[config.mk]
export PLATFORM = sky130hd
export DESIGN_NAME = uart_rx
export DESIGN_NICKNAME = d
export VERILOG_FILES = /design/src/rtl/uart_pkg.sv /design/src/rtl/uart_sync.sv /design/src/rtl/uart_rx.sv
export SDC_FILE = /design/constraint.sdc
export NUM_CORES = 1
export LEC_CHECK = 0
export CAP_MARGIN = 30
export CORE_AREA = 2 2 47 82
export DETAILED_ROUTE_END_ITERATION = 16
export DIE_AREA = 0 0 49 84
export PLACE_DENSITY = 0.6
export SLEW_MARGIN = 20
export SYNTH_ARGS = -nofsm -noshare
export SYNTH_HDL_FRONTEND = slang
export SYNTH_SLANG_ARGS = --single-unit
[constraint.sdc]
create_clock -name clk -period 3.8 [get_ports clk]
set_clock_uncertainty 0.2 [all_clocks]
set_input_delay 0.57 -clock clk [delete_from_list [all_inputs] [get_ports clk]]
set_output_delay 0.57 -clock clk [all_outputs]
set_load 0.01 [all_outputs]
[src/rtl/uart_pkg.sv]
// Shared UART definitions for the receiver and the companion byte transmitter.
//
// Contents:
//   uart_state_t : frame-level state encoding (IDLE, START, DATA, STOP)
//   DATA_BITS    : payload bits per frame (8N1 framing)
package uart_pkg;

    typedef enum logic [1:0] {
        IDLE  = 2'b00,
        START = 2'b01,
        DATA  = 2'b10,
        STOP  = 2'b11
    } uart_state_t;

    localparam int DATA_BITS = 8;

endpackage

[src/rtl/uart_sync.sv]
// Two-flop synchronizer for a single asynchronous input.
//
// Parameters:
//   RESET_VAL : value both flops take during reset. An idle UART line is high,
//               so the receiver uses 1 to avoid a fake start edge after reset.
//
// Ports:
//   clk     : system clock
//   rst     : synchronous active-high reset
//   i_async : asynchronous input
//   o_sync  : input re-timed into the clk domain, two cycles of latency
module uart_sync #(
    parameter logic RESET_VAL = 1'b1
) (
    input  logic clk,
    input  logic rst,
    input  logic i_async,
    output logic o_sync
);

    logic r_meta;
    logic r_sync;

    // The first flop may go metastable; only the second flop is used.
    always_ff @(posedge clk) begin
        if (rst) begin
            r_meta <= RESET_VAL;
            r_sync <= RESET_VAL;
        end else begin
            r_meta <= i_async;
            r_sync <= r_meta;
        end
    end

    assign o_sync = r_sync;

endmodule

[src/rtl/uart_rx.sv]
// 8N1 UART receiver with a fixed oversampling ratio and mid-bit sampling.
//
// Parameters:
//   CLKS_PER_BIT : clk cycles per serial bit (4..65535)
//
// Ports:
//   clk       : system clock
//   rst       : synchronous active-high reset; aborts any frame in progress
//   rxd       : serial line, asynchronous to clk, idle high
//   data_i    : last correctly framed byte, held until the next good byte
//   rx_done   : one-cycle pulse, data_i is new in the same cycle
//   frame_err : one-cycle pulse, stop bit was sampled low
//   busy      : high whenever the receiver is not idle
module uart_rx
    import uart_pkg::*;
#(
    parameter int unsigned CLKS_PER_BIT = 16
) (
    input  logic                 clk,
    input  logic                 rst,
    input  logic                 rxd,
    output logic [DATA_BITS-1:0] data_i,
    output logic                 rx_done,
    output logic                 frame_err,
    output logic                 busy
);

    localparam int CNT_W = $clog2(CLKS_PER_BIT);
    localparam logic [CNT_W-1:0] HALF_LAST = CNT_W'(CLKS_PER_BIT / 2 - 1);
    localparam logic [CNT_W-1:0] BIT_LAST  = CNT_W'(CLKS_PER_BIT - 1);
    localparam logic [2:0]       IDX_LAST  = 3'(DATA_BITS - 1);

    uart_state_t          r_state;
    logic [CNT_W-1:0]     r_cnt;
    logic [2:0]           r_idx;
    logic [DATA_BITS-1:0] r_sh;
    logic [DATA_BITS-1:0] r_data;
    logic                 r_done;
    logic                 r_err;

    uart_state_t          w_nextState;
    logic [CNT_W-1:0]     w_nextCnt;
    logic [2:0]           w_nextIdx;
    logic [DATA_BITS-1:0] w_nextSh;
    logic [DATA_BITS-1:0] w_nextData;
    logic                 w_nextDone;
    logic                 w_nextErr;
    logic                 w_rxdSync;

    uart_sync #(
        .RESET_VAL (1'b1)
    ) u_sync (
        .clk     (clk),
        .rst     (rst),
        .i_async (rxd),
        .o_sync  (w_rxdSync)
    );

    // State, counters, shift register and registered outputs.
    always_ff @(posedge clk) begin
        if (rst) begin
            r_state <= IDLE;
            r_cnt   <= '0;
            r_idx   <= '0;
            r_sh    <= '0;
            r_data  <= '0;
            r_done  <= 1'b0;
            r_err   <= 1'b0;
        end else begin
            r_state <= w_nextState;
            r_cnt   <= w_nextCnt;
            r_idx   <= w_nextIdx;
            r_sh    <= w_nextSh;
            r_data  <= w_nextData;
            r_done  <= w_nextDone;
            r_err   <= w_nextErr;
        end
    end

    // Next-state logic. The start bit is checked at its midpoint; from there
    // every full bit period lands in the middle of the next bit. The stop bit
    // is also judged at its midpoint and the FSM returns to IDLE right away,
    // so a start edge that follows immediately is still seen on time.
    always_comb begin
        w_nextState = r_state;
        w_nextCnt   = r_cnt;
        w_nextIdx   = r_idx;
        w_nextSh    = r_sh;
        w_nextData  = r_data;
        w_nextDone  = 1'b0;
        w_nextErr   = 1'b0;

        unique case (r_state)
            IDLE: begin
                if (!w_rxdSync) begin
                    w_nextState = START;
                    w_nextCnt   = '0;
                end
            end

            START: begin
                w_nextCnt = r_cnt + 1'b1;
                if (r_cnt == HALF_LAST) begin
                    w_nextCnt = '0;
                    if (!w_rxdSync) begin
                        w_nextState = DATA;
                        w_nextIdx   = '0;
                    end else begin
                        // Line went back high before mid-start: treat as noise.
                        w_nextState = IDLE;
                    end
                end
            end

            DATA: begin
                w_nextCnt = r_cnt + 1'b1;
                if (r_cnt == BIT_LAST) begin
                    w_nextCnt = '0;
                    w_nextSh  = {w_rxdSync, r_sh[DATA_BITS-1:1]};
                    w_nextIdx = r_idx + 3'd1;
                    if (r_idx == IDX_LAST) begin
                        w_nextState = STOP;
                    end
                end
            end

            STOP: begin
                w_nextCnt = r_cnt + 1'b1;
                if (r_cnt == BIT_LAST) begin
                    w_nextCnt   = '0;
                    w_nextState = IDLE;
                    if (w_rxdSync) begin
                        w_nextData = r_sh;
                        w_nextDone = 1'b1;
                    end else begin
                        w_nextErr = 1'b1;
                    end
                end
            end

            default: begin
                w_nextState = IDLE;
            end
        endcase
    end

    assign data_i    = r_data;
    assign rx_done   = r_done;
    assign frame_err = r_err;
    assign busy      = (r_state != IDLE);

endmodule

# After elaboration in Yosys (flattened, before gate mapping)
# Index checks and enable logic that the tools add are counted.
[word_totals] output_inout_bits=11 ff_bits=29 elab_cells=51
[classes] reduce_logical=9 add_sub_neg=2 muxes=17 bitwise=2 eq_ne=12
[ops] op="2-to-1 mux 2 bit" count=6
[ops] op="2-to-1 mux 4 bit" count=3
[ops] op="!= test 2 bit, second input constant" count=6
[ops] op="one-hot mux 4 bit (3 select lines)" count=1
[ops] op="2-to-1 mux 3 bit" count=3
[ops] op="one-hot mux 2 bit (4 select lines)" count=1
[ops] op="one-hot mux 3 bit (2 select lines)" count=1
[ops] op="AND reduction 5 bit" count=1
[ops] op="adder 4 x 1 -> 4 bit, second input constant" count=1
[ops] op="equality test 2 bit, second input constant" count=2
[ops] op="equality test 4 x 3 -> 1 bit, second input constant" count=1
[ops] op="equality test 4 bit, second input constant" count=1
[ops] op="AND reduction 4 bit" count=1
[ops] op="nonzero test 2 bit" count=2
[ops] op="adder 3 x 1 -> 3 bit, second input constant" count=1
[ops] op="equality test 3 bit, second input constant" count=1
[ops] op="AND reduction 3 bit" count=1
[ops] op="OR reduction 3 bit" count=1
[ops] op="equality test 2 x 1 -> 1 bit, second input constant" count=1
[ops] op="logical NOT 2 bit" count=1
[ops] op="2-to-1 mux 1 bit" count=2
[ops] op="NOT 1 bit" count=2
[ops] op="AND reduction 2 bit" count=1
[ops] op="OR reduction 2 bit" count=1

# Depth between registers and ports, before layout
[logic_depth] ltp_word=4 mapped_depth=7

# Modules after synthesis
# A second synthesis with hierarchy kept.
[hier_totals] cells_unflattened=143 hier_area_um2=1242.4
[modules_own_cells] module="uart_rx" cells_each=139 instances=1 area_per_inst_um2=1189.9
[modules_own_cells] module="uart_sync" cells_each=4 instances=1 area_per_inst_um2=52.6

# Worst setup path after synthesis
# OpenSTA, ideal clock, no wires.
[synth_path] path_kind="register to register" start="reg r_cnt[0]" end="reg r_data[1], in the netlist data_i[1]" arrival_time_ps=1245 period_less_slack_ps=1577 n_path_buf=3 setup_slack_ps=2223 path_stages_with_launch=8 cell_sequence="dfxtp_1 -> ha_1 -> buf_4 -> and4_1 -> buf_4 -> buf_6 -> nand3_1 -> a21oi_1"
[synth_via] elab_chain_cells=2
[synth_rtl] element="start: declaration" line="uart_rx.sv:34" rtl="logic [CNT_W-1:0] r_cnt;"
[synth_rtl] element="start signal: assignment" line="uart_rx.sv:71" rtl="r_cnt <= w_nextCnt;"
[synth_rtl] element="equality test 4 bit" line="uart_rx.sv:129" rtl="if (r_cnt == BIT_LAST) begin"
[synth_rtl] element="AND reduction 3 bit (no line)"
[synth_rtl] element="end signal: assignment" line="uart_rx.sv:74" rtl="r_data <= w_nextData;"
[synth_rtl] element="end: declaration" line="uart_rx.sv:37" rtl="logic [DATA_BITS-1:0] r_data;"
# Every way passes these cells.
# A chain may end at the register's enable or synchronous reset.

==> out/summary.log <==
INFO  run_status     run_status=finished clean
INFO  route          wirelength=2840µm
INFO  global_routing grt_antenna_before_repair=0
INFO  clock_network  clockRootBuffer=sky130_fd_sc_hd__clkbuf_8
INFO  synth          synth_ff_type=sky130_fd_sc_hd__dfxtp_1
INFO  synth          synth_edf_count=0
INFO  placed_design  io_buffer_count=13
INFO  placed_design  gp_congestion=0.778
INFO  final_layout   layout.core_utilization=43.2%
INFO  floorplan      floorplan.die.width=49µm
INFO  floorplan      initial_utilization=37.9%
INFO  clock_network  ctsHtreeMaxLevel=2
INFO  route          dr_iter_0_viols=33
INFO  critical_path  critPathCaptureType=output port
INFO  global_routing grt_overflow_total=0
INFO  synth          synth.ff_latch_count=29
INFO  final_layout   fraction_of_layout_instances_using_a_drive_strength_above_1=9.94%
INFO  timing         maxClockFrequency=429MHz
INFO  global_routing wire_length_of_the_first_global_routing_pass=4870µm
INFO  timing         rsz_0062_raised_after_global_routing=no
INFO  synth          synth_cell_type_count=34
INFO  timing         fin_ws=1.47ns
INFO  power          cellLeakagePower=0.492nW
INFO  route          dr.pass1.iters=4
INFO  clock_network  numCtsBuffers=5
INFO  power          pwr_density_cell=380nW/µm²
INFO  critical_path  regToRegEndpoint=r_sh[5]
INFO  critical_path  critPathBufInv=1
INFO  critical_path  critical-path-top-delay-family=flip-flops
INFO  timing         setup_viol_count_final=0
INFO  critical_path  start_kind=flip-flop
INFO  clock_network  post_cts.repair.setup_buffers=0
INFO  worst_hold_path hp-start=u_sync.r_meta
INFO  route          route.detailed.vias_per_inst=5.65
INFO  route          routed-via-count=1169
INFO  critical_path  cp_slowest_cell=sky130_fd_sc_hd__dfxtp_1
INFO  final_layout   layout.cells.non_filler=207
INFO  worst_hold_path min-delay-path-class=reg2reg
INFO  clock_network  clk_latency=0.28ns
INFO  worst_hold_path min_to=u_sync.o_sync
INFO  timing         slew-limit-headroom=50.1%
INFO  placed_design  place_area=1440µm²
INFO  clock_network  number_of_buffers_between_clock_root_and_the_deepest_sink=2
INFO  synth          post_synth_instance_area=1340µm²
INFO  clock_network  tritoncts=built
INFO  placed_design  placedCellCount=199
INFO  synth          netlist_instances=154
INFO  timing         final-hold-violation-count=0
INFO  floorplan      fp.dieArea=4120µm²
INFO  timing         holdWs=0.217ns
INFO  clock_network  hold_buffers=0
INFO  placed_design  preCtsSetupSlack=1.54ns
INFO  synth          fraction_of_registers_with_async_set_or_reset_after_synthesis=0%
INFO  critical_path  cp_max_fo=12
INFO  synth          syn_avg_cell_area=8.67µm²
INFO  final_layout   layout.cell_area.non_filler=1520µm²
INFO  route          wire_per_inst=13.7µm
INFO  synth          syn_nets=160
INFO  route          ant_nets=0
INFO  floorplan      y_dimension_of_the_die=84µm
INFO  timing         post-route-period-util=61.4%
INFO  critical_path  worst_path_largest_cell_delay=0.54ns
INFO  worst_hold_path timing.hold.worst_path_depth=1
INFO  critical_path  worstSetupPathType=reg2out
INFO  power          ir_worst_vdd=312µV
INFO  critical_path  critical_path.reg2reg.startpoint=r_cnt[0]
INFO  floorplan      top_level_ports=14
INFO  floorplan      core_region_area=3520µm²
INFO  critical_path  path_cells=or2_2 -> clkdlybuf4s50_1
INFO  clock_network  clock_sinks=29
INFO  critical_path  timing.reg2reg.setup_slack=1.55ns
INFO  timing         final_max_slew_viol_count=0
INFO  synth          synth_sequential_area_ratio=43.5%
INFO  global_routing maximum_number_of_pins_on_one_net_before_global_route_repair=27
INFO  floorplan      num_rows=29
INFO  critical_path  critical_path_arrival=1.56ns
INFO  critical_path  worstPathRequired=3.03ns
INFO  clock_network  worst_setup_hold_path_clk_slew=0.06ns
INFO  synth          yosysWarningCount=0
INFO  global_routing grt_pass1_vias=1132
INFO  timing         timing_worst_slew_pin_value=0.746ns
INFO  power          power=577µW
INFO  timing         period_needed=2.33ns
INFO  flow_run       cap_violations=0
INFO  final_layout   design.final.nets=166
INFO  final_layout   areaGrowthSynthToFinish=14.0%
INFO  clock_network  cts_repair_resize_count=0
INFO  timing         post_route_setup_tns=0ns
INFO  critical_path  r2r_cells=4
INFO  global_routing grt_usage=15.6%
INFO  final_layout   diodes=0
INFO  route          post-route-drc-count=0
INFO  placed_design  dp_hpwl=1930µm
[worst max-delay path by stage]
stage,endpoint,cells after the start,from,slack (ns)
2_1_floorplan,data_i[1],7,r_cnt[0],2.22
3_3_place_gp,r_cnt[0],4,rst,1.55
3_5_place_dp,r_cnt[0],4,rst,1.54
4_1_cts,busy,2,flip-flop,1.45
5_1_grt,r_sh[5],4,r_cnt[0],1.30
6_report,busy,2,flip-flop,1.47
[power by group]
part           switching [mW]  internal (mW)  total [mW]  leakage, nW
logic                  0.0171         0.0107      0.0278        0.213
clock network           0.113          0.126       0.239       0.0450
registers             0.00345          0.307       0.310        0.234
[cell type report]
cell class | instances | area [µm²]
Multi-Input combinational cell | 106 | 644
Clock buffer | 6 | 72.6
Sequential cell | 29 | 581
Fill cell | 379 | 2000
Timing Repair Buffer | 15 | 145
Clock inverter | 2 | 10.0
Tap cell | 46 | 57.6
Inverter | 3 | 11.3
[logic make-up (layout without fill, tap and decap cells)]
group	Yosys count	in the layout	share of synthesized area, %
AND/OR/NAND/NOR	43	43	19.0
flip-flops	29	29	43.5
AO/OA/AOI/OAI	60	60	26.4
buffers and inverters	19	26	8.25
adder cells (fa/ha/maj)	3	3	2.81
[state kept, by name (all words and copies together) (netlist names), named ones only]
| name | count |
|---|---|
| frame_err | 1 |
| rx_done | 1 |
| u_sync.r_meta | 1 |
| r_state | 1 |
| r_cnt | 4 |
| u_sync.o_sync | 1 |
| data_i | 8 |
| r_sh | 8 |
| r_idx | 3 |
[layout by cell type, fill, tap and decap left out, types with 2 or more instances in the layout]
master                            netlist  final
sky130_fd_sc_hd__dfxtp_1               29     29
sky130_fd_sc_hd__a21oi_1               23     23
sky130_fd_sc_hd__nand3_1               19     19
sky130_fd_sc_hd__o21ai_0               19     19
sky130_fd_sc_hd__clkdlybuf4s50_1        0     13
sky130_fd_sc_hd__or2_2                  5      5
sky130_fd_sc_hd__clkbuf_8               0      5
sky130_fd_sc_hd__o2111ai_1              4      4
sky130_fd_sc_hd__nand2_1                4      4
sky130_fd_sc_hd__inv_1                  3      3
sky130_fd_sc_hd__o221ai_1               3      3
sky130_fd_sc_hd__ha_1                   3      3
sky130_fd_sc_hd__and3b_1                2      2
sky130_fd_sc_hd__and2_1                 2      2
sky130_fd_sc_hd__nand4_1                2      2
sky130_fd_sc_hd__o211ai_1               2      2
sky130_fd_sc_hd__a31oi_1                2      2
sky130_fd_sc_hd__a21o_1                 2      2
sky130_fd_sc_hd__clkinv_2               0      2
sky130_fd_sc_hd__buf_4                  2      2
[cells in the mapped netlist (2+ instances only)]
cell / instances / share of area (%)
sky130_fd_sc_hd__a31oi_1: 2 / 0.94
sky130_fd_sc_hd__a21o_1: 2 / 1.1
sky130_fd_sc_hd__a21oi_1: 23 / 8.6
sky130_fd_sc_hd__or2_2: 5 / 2.3
sky130_fd_sc_hd__o221ai_1: 3 / 2.0
sky130_fd_sc_hd__buf_6: 3 / 2.5
sky130_fd_sc_hd__inv_1: 3 / 0.84
sky130_fd_sc_hd__o211ai_1: 2 / 1.1
sky130_fd_sc_hd__nand3_1: 19 / 7.1
sky130_fd_sc_hd__buf_2: 7 / 2.6
sky130_fd_sc_hd__buf_4: 2 / 1.1
sky130_fd_sc_hd__o2111ai_1: 4 / 2.6
sky130_fd_sc_hd__ha_1: 3 / 2.8
sky130_fd_sc_hd__and3b_1: 2 / 1.3
sky130_fd_sc_hd__clkbuf_1: 4 / 1.1
sky130_fd_sc_hd__o21ai_0: 19 / 7.1
sky130_fd_sc_hd__nand2_1: 4 / 1.1
sky130_fd_sc_hd__nand4_1: 2 / 0.94
sky130_fd_sc_hd__dfxtp_1: 29 / 43
sky130_fd_sc_hd__and2_1: 2 / 0.94
[per-layer routing]
layer  GRT usage, %  wire length (µm)  vias to the layer above
met4           10.6                40                        0
met2           26.7              1560                       22
met3           4.84               104                        4
met1           15.7              1130                      564
met5              0                 0                        -
li1               -                 -                      579
No activity file was read; power rests on OpenSTA's default activity.
